### config.mk
export PLATFORM = sky130hd
export DESIGN_NAME = fibo_seq_engine
export DESIGN_NICKNAME = d
export VERILOG_FILES = /design/src/rtl/fibo_seq_engine.sv
export SDC_FILE = /design/constraint.sdc
export NUM_CORES = 1
export LEC_CHECK = 0
export ABC_AREA = 0
export CORE_MARGIN = 2
export CORE_UTILIZATION = 50
export CTS_BUF_LIST = sky130_fd_sc_hd__clkbuf_16
export DETAILED_ROUTE_END_ITERATION = 6
export DONT_BUFFER_PORTS = 1
export PLACE_DENSITY = 0.64
export SKIP_CTS_REPAIR_TIMING = 1
export SLEW_MARGIN = 15
export SYNTH_ARGS = -nofsm -noshare
export SYNTH_HDL_FRONTEND = slang
export SYNTH_SLANG_ARGS = --single-unit
export TNS_END_PERCENT = 20
### constraint.sdc
create_clock -name clk -period 3.5 [get_ports clk]
set_input_delay 1.05 -clock clk [delete_from_list [all_inputs] [get_ports clk]]
set_output_delay 1.05 -clock clk [all_outputs]
set_load 0.05 [all_outputs]
### src/rtl/fibo_seq_engine.sv
// Fibonacci-type sequence generator with a valid/ready term stream and per-term overflow flag.
// Control FSM and a/b register datapath live together in this single block.
module fibo_seq_engine #(
    parameter int WIDTH = 16,
    parameter int CNT_W = 8
) (
    input  logic             clk,
    input  logic             reset,
    input  logic             start,
    input  logic [CNT_W-1:0] n_terms,
    input  logic             mode,
    input  logic [WIDTH-1:0] seed_a,
    input  logic [WIDTH-1:0] seed_b,
    output logic [WIDTH-1:0] term,
    output logic [CNT_W-1:0] term_idx,
    output logic             term_ovf,
    output logic             term_valid,
    input  logic             term_ready,
    output logic             busy,
    output logic             done,
    output logic             overflow
);

    typedef enum logic [1:0] {
        S_IDLE = 2'd0,
        S_EMIT = 2'd1,
        S_DONE = 2'd2
    } state_t;

    state_t           state, state_d;
    logic [WIDTH-1:0] a, a_d;
    logic [WIDTH-1:0] b, b_d;
    logic             a_ovf, a_ovf_d;
    logic             b_ovf, b_ovf_d;
    logic [CNT_W-1:0] idx, idx_d;
    logic [CNT_W-1:0] n, n_d;
    logic             ovf_q, ovf_d;

    logic [WIDTH:0]   sum;
    logic             handshake;
    logic             last_term;

    // The extra MSB of the sum is the carry that marks a wrapped next term.
    assign sum       = {1'b0, a} + {1'b0, b};
    assign handshake = (state == S_EMIT) && term_ready;
    assign last_term = (idx == n - CNT_W'(1));

    // NOTE: every variable gets its hold/default value first, so no path through the case leaves one unassigned and no latch is inferred.
    always_comb begin
        state_d = state;
        a_d     = a;
        b_d     = b;
        a_ovf_d = a_ovf;
        b_ovf_d = b_ovf;
        idx_d   = idx;
        n_d     = n;
        ovf_d   = ovf_q;

        case (state)
            S_IDLE: begin
                if (start) begin
                    n_d     = n_terms;
                    a_d     = mode ? seed_a : '0;
                    b_d     = mode ? seed_b : WIDTH'(1);
                    a_ovf_d = 1'b0;
                    b_ovf_d = 1'b0;
                    idx_d   = '0;
                    ovf_d   = 1'b0;
                    state_d = (n_terms != '0) ? S_EMIT : S_DONE;
                end
            end
            S_EMIT: begin
                if (handshake) begin
                    if (a_ovf) begin
                        ovf_d = 1'b1;
                    end
                    if (last_term) begin
                        state_d = S_DONE;
                    end else begin
                        a_d     = b;
                        a_ovf_d = b_ovf;
                        b_d     = sum[WIDTH-1:0];
                        b_ovf_d = sum[WIDTH] | a_ovf | b_ovf;
                        idx_d   = idx + CNT_W'(1);
                    end
                end
            end
            S_DONE: begin
                state_d = S_IDLE;
            end
            default: begin
                state_d = S_IDLE;
            end
        endcase
    end

    // NOTE: sequential state is updated with non-blocking assignments so every register samples pre-edge values.
    always_ff @(posedge clk or posedge reset) begin
        if (reset) begin
            state <= S_IDLE;
            a     <= '0;
            b     <= '0;
            a_ovf <= 1'b0;
            b_ovf <= 1'b0;
            idx   <= '0;
            n     <= '0;
            ovf_q <= 1'b0;
        end else begin
            state <= state_d;
            a     <= a_d;
            b     <= b_d;
            a_ovf <= a_ovf_d;
            b_ovf <= b_ovf_d;
            idx   <= idx_d;
            n     <= n_d;
            ovf_q <= ovf_d;
        end
    end

    // Outputs are decoded from registered state only; outside EMIT the term bus reads as zero.
    assign term_valid = (state == S_EMIT);
    assign busy       = (state == S_EMIT);
    assign done       = (state == S_DONE);
    assign term       = term_valid ? a : '0;
    assign term_idx   = term_valid ? idx : '0;
    assign term_ovf   = term_valid ? a_ovf : 1'b0;
    assign overflow   = ovf_q;

`ifndef SYNTHESIS
    // A stalled term must not change under the consumer.
    assert property (@(posedge clk) disable iff (reset)
        (term_valid && !term_ready) |=> (term_valid && $stable(term) && $stable(term_idx)));
    assert property (@(posedge clk) disable iff (reset) !(done && busy));
`endif

endmodule

==> results of run 1 <==
-- layout make-up --
class / instances / area [um^2] / share of cell area, %
inverters: 17 / 63.8 / 1.43
well taps: 99 / 124 / 2.77
repair buffers: 32 / 541 / 12.1
clock inverters: 3 / 25.0 / 0.559
multi-input cells: 348 / 2270 / 50.7
flip-flops and latches: 53 / 1330 / 29.7
clock buffers: 5 / 125 / 2.80
-- layer usage --
metal | part of all wire (%) | vias up
li1 | - | 1584
met1 | 43 | 1576
met2 | 51 | 70
met3 | 3.9 | 17
met4 | 2.0 | 0
met5 | 0 | -
-- worst paths after layout --
kind,startpoint,end,slack (ps)
min reg2reg,state[1]$_DFFE_PP0P_,state[0]$_DFFE_PP0P_,440
min in group asynchronous,reset,a[14]$_DFFE_PP0P_,700
max in group asynchronous,reset,b_ovf$_DFFE_PP0P_,2030
max reg2reg,n[0]$_DFFE_PP0P_,b[4]$_DFFE_PP0P_,730
max,state[1]$_DFFE_PP0P_,term[15],600
min,state[1]$_DFFE_PP0P_,state[0]$_DFFE_PP0P_,440
-- sequential cells by signal (all words and copies together) (netlist names) --
signal,count
b,16
a,16
b_ovf,1
a_ovf,1
overflow,1
idx,8
state,2
n,8
-- cells in the final DEF (no fill, tap or decap), drive strengths merged, types with 4 or more instances in the layout --
master,n
nand2,66
mux2,29
a21oi,25
o211ai,5
xor2,6
buf,32
inv,19
nor2b,5
dfrtp,53
nand2b,7
nor3,8
mux2i,4
nor2,21
ha,18
xnor2,10
a31oi,6
and2,24
clkbuf,5
o21ai,40
or3,6
o31ai,4
nand3,21
nand4,4
a21o,5
-- through the flow --
stage,cells,setup slack [ps],utilization (%)
floorplan,440,505,-
global placement,549,846,59.3
detailed placement,549,772,59.3
CTS,557,608,61.3
global route,557,493,61.3
finish,557,602,61.3
-- worst max-delay path, stage by stage, from the launching register on --
cell and delay [ps]:
dfrtp_1 390, inv_1 120, nand2_1 90, inv_2 350, buf_12 230, and2_1 200
buf_12 150
-- cell families after synthesis --
group,count (synthesis),share of synthesized area [%]
AND/OR/NAND/NOR,173,22.3
AO/OA/AOI/OAI,107,17.9
flip-flops,53,35.2
buffers and inverters,39,4.61
multiplexers,33,9.73
adder cells (fa/ha/maj),19,6.51
XOR/XNOR,16,3.72
==> flow_summary.toml, run 1 <==
[grt]
grt-busiest-layer = "met2"
overflow = 0
grt_pass1_vias = 3212
grtUsageTotal_pct = 21.5
grt_util_met1_pct = 26.2
gr-usage-met3_pct = 3.26
antenna_found_initial = 0
grt_max_degree = 36
grt_use_met2_pct = 39.1
grt_pass1_wl_um = 14700

[run]
maxCapViolCount = 0

[floorplanning]
pin_count = 74
core_area_mm2 = 0.00729
rows = 31
fp.dieW_um = 90.8
start_util_pct = 51.7
dieArea_mm2 = 0.00825
dieHeight_um = 90.8

[place]
place.gp.congestion = 0.838
portBuffers = 0
hpwl_um = 6290
placed_area_mm2 = 0.00432

[final_layout]
drive_gt1_share_pct = 17.0
synthToLayoutAreaGrowth_pct = 18.7
fin_area_mm2 = 0.00447
diodes = 0
fin_nets = 521
fillCellCount = 656

[detailed_routing]
drt_wl_total_um = 8620
drt_iter0_markers = 163
dr.pass1.iters = 4
drc_errors = 0
wl_per_cell_um = 15.5
viasPerCell = 5.83
antenna_left = 0
vias = 3247

[logic_synthesis]
synth.most_common_cell = "nand2_1"
synth_warnings = 0
synth_top_area_share_pct = 35.2
synth_edf_count = 0
synthFlopType = "dfrtp_1"
yosysSeqAreaShare_pct = 35.2
ys_types = 54
netlist_top_cells_count = "66 x nand2_1, 53 x dfrtp_1, 39 x o21ai_0"
synth_area_leader_cell = "dfrtp_1"
synth.area.top_cells = "dfrtp_1 35%, mux2_2 8.4%, nand2_1 6.6%"
ys_seq_elements = 53
synth_area_mm2 = 0.00377
netlist_instances = 440
async_flop_share_pct = 100
synth_fp_nets = 504
synth_area_per_cell_um2 = 8.57

[worst_setup_path]
worstPathArrival_ps = 1850
worst-endpoint-required_ps = 2450
cp-start-kind = "flop"
end_kind = "primary output"
worstSetupPathType = "reg -> out"
crit_fanout = 33
reg2reg_depth = 8

[sta]
hold_ws_ps = 445
setup_viol = 0
fin_worst_skew_ps = 5.58
drv_slew = 0
tightest_slew_ps = 892
rsz0062_at_grt = "no"
relSlewSlack_pct = 40.3
fmax_mhz = 345
period_needed_ps = 2900
period_share_pct = 82.8
finalSetupTns_ps = 0
finalHoldViolations = 0

[clock_tree]
cts_root_buffer = "clkbuf_16"
cts_sinks = 53
cts_buffers = 5
clkTransAtPathRegs_ps = 70
clock_latency_ps = 290
clockBufferDepth = 2
cts.htree.levels = 2
cts_tree = "built"

[min_path]
min_path_type = "reg -> reg"
holdPathStages = 1

[run_status]
outcome = "complete, no violations"
Power of run 1 is not shown: default switching activity piles up to over one toggle a cycle in this logic, so the estimate is an artifact.
==> run 2: changes to the inputs <==
Clock period 3.5 ns to 2.95 ns, I/O delays scaled along.
==> run 2 against run 1 <==
Die area did not move; clock skew rose by 3.2 ps; critical path depth rose by 2; cell count rose by 0.54%; largest cell class unchanged.
==> flow_summary.toml, run 2 (synthesis gave the netlist of run 1 again) <==
[sta]
fin_worst_skew_ps = 8.83
finalHoldViolations = 0
setup_viol = 0
period_needed_ps = 2660
rsz0062_at_grt = "no"
layout_setup_ws_ps = 288
tightest_slew_ps = 563
period_share_pct = 90.2
fmax_mhz = 376
finalSetupTns_ps = 0
drv_slew = 0
relSlewSlack_pct = 62.4

[floorplanning]
dieArea_mm2 = 0.00825
fp.dieW_um = 90.8
dieHeight_um = 90.8
pin_count = 74
start_util_pct = 51.7
core_area_mm2 = 0.00729
rows = 31

[worst_setup_path]
cp-start-kind = "flop"
startpoint = "n[0]$_DFFE_PP0P_"
timing.rr.start = "n[0]$_DFFE_PP0P_"
end_kind = "flop"
slowest_stage = "or4_4"
cp-endpoint = "b[11]$_DFFE_PP0P_"
reg2reg_slack_ps = 290
max_stage_delay_ps = 540
r2r-end = "b[11]$_DFFE_PP0P_"
reg2reg_depth = 8
cp_cell_sequence = "or4_4, o21ai_0, and3b_1, o21ai_2, a21o_2, a21oi_4, buf_4, mux2_2"
worstSetupPathType = "reg -> reg"
worst-endpoint-required_ps = 3120
crit_fanout = 9
worstPathArrival_ps = 2840

[final_layout]
multi_input_area_mm2 = 0.00227
largestRegisters = "a: 16 flops, b: 16 flops"
diodes = 0
final_common_cell = "nand2_1"
fillCellCount = 652
fin_nets = 524
drive_gt1_share_pct = 17.6
synthToLayoutAreaGrowth_pct = 20.0
final_cell_mix = "66 x nand2_1, 53 x dfrtp_1, 39 x o21ai_0"
seq_area_mm2 = 0.00133

[detailed_routing]
drt_iter0_markers = 115
antenna_left = 0
drt_wl_total_um = 8440
vias = 3186
dr.pass1.iters = 4
wl_per_cell_um = 15.1
viasPerCell = 5.69
drc_errors = 0

[run]
maxCapViolCount = 0

[grt]
overflow = 0
grt_pass1_vias = 3176
antenna_found_initial = 0
grt_pass1_wl_um = 14800
grt_max_degree = 35
grtUsageTotal_pct = 21.4

[run_status]
outcome = "complete, no violations"

[clock_tree]
clockBufferDepth = 2
cts.htree.levels = 2
cts_root_buffer = "clkbuf_16"
cts_tree = "built"
clkTransAtPathRegs_ps = 80
cts_buffers = 5
cts_sinks = 53
clock_latency_ps = 290

[place]
portBuffers = 0
hpwl_um = 6270
place.gp.congestion = 0.876
place_ws_ps = 302

[min_path]
min_path_type = "reg -> reg"
[run 2: cell count changes in the layout (fill, tap and decap cells not counted), sizes merged]
cell,before,now
buf,32,35
clkinvlp,1,0
inv,19,18
clkinv,0,2
[run 2: cell type report]
| cell class | instances | share of cell area (%) |
|---|---|---|
| multi-input cells | 348 | 50.2 |
| flip-flops and latches | 53 | 29.3 |
| repair buffers | 35 | 13.0 |
| clock buffers | 5 | 2.77 |
| well taps | 99 | 2.74 |
| inverters | 17 | 1.41 |
| clock inverters | 3 | 0.581 |
[run 2: how the worst min path moves through the flow]
| stage | from | to | slack, ps | cells after the start |
|---|---|---|---|---|
| finish | state[1]$_DFFE_PP0P_ | state[0]$_DFFE_PP0P_ | 450 | 1 |
| CTS | state[1]$_DFFE_PP0P_ | state[0]$_DFFE_PP0P_ | 450 | 1 |
| detailed placement | state[1]$_DFFE_PP0P_ | state[0]$_DFFE_PP0P_ | 440 | 1 |
| floorplan | state[1]$_DFFE_PP0P_ | state[0]$_DFFE_PP0P_ | 420 | 1 |
| global placement | state[1]$_DFFE_PP0P_ | state[0]$_DFFE_PP0P_ | 430 | 1 |
| global route | state[1]$_DFFE_PP0P_ | state[0]$_DFFE_PP0P_ | 460 | 1 |
[run 2: per-layer routing]
layer / GRT usage (%) / share of wire [%] / vias to the layer above
li1: - / - / 1583
met1: 27.2 / 43 / 1527
met2: 38.5 / 52 / 65
met3: 3.09 / 3.7 / 11
met4: 5.18 / 1.4 / 0
met5: 0 / 0 / -
[run 2: stage by stage]
step,instances,area (um^2),util [%],hold WS [ps]
floorplan,440,3770,-,422
global placement,552,4370,59.9,432
detailed placement,552,4370,59.9,437
CTS,560,4520,62.0,448
global route,560,4520,62.0,462
finish,560,4520,62.0,452
[run 2: critical path, delay by kind of cell (launching register included)]
kind	cells	cell delay [ps]
compound gates	4	780
simple gates	2	740
buf+inv	1	250
mux	1	340
flops	1	430
Power of run 2 is left out for the same reason.
==> run 3: changes to the inputs <==
Settings changed: CAP_MARGIN set to 20.
==> results of run 3 <==
Final layout, timing and power as in run 2 (identical DEF).
Power of run 3 is left out for the same reason.
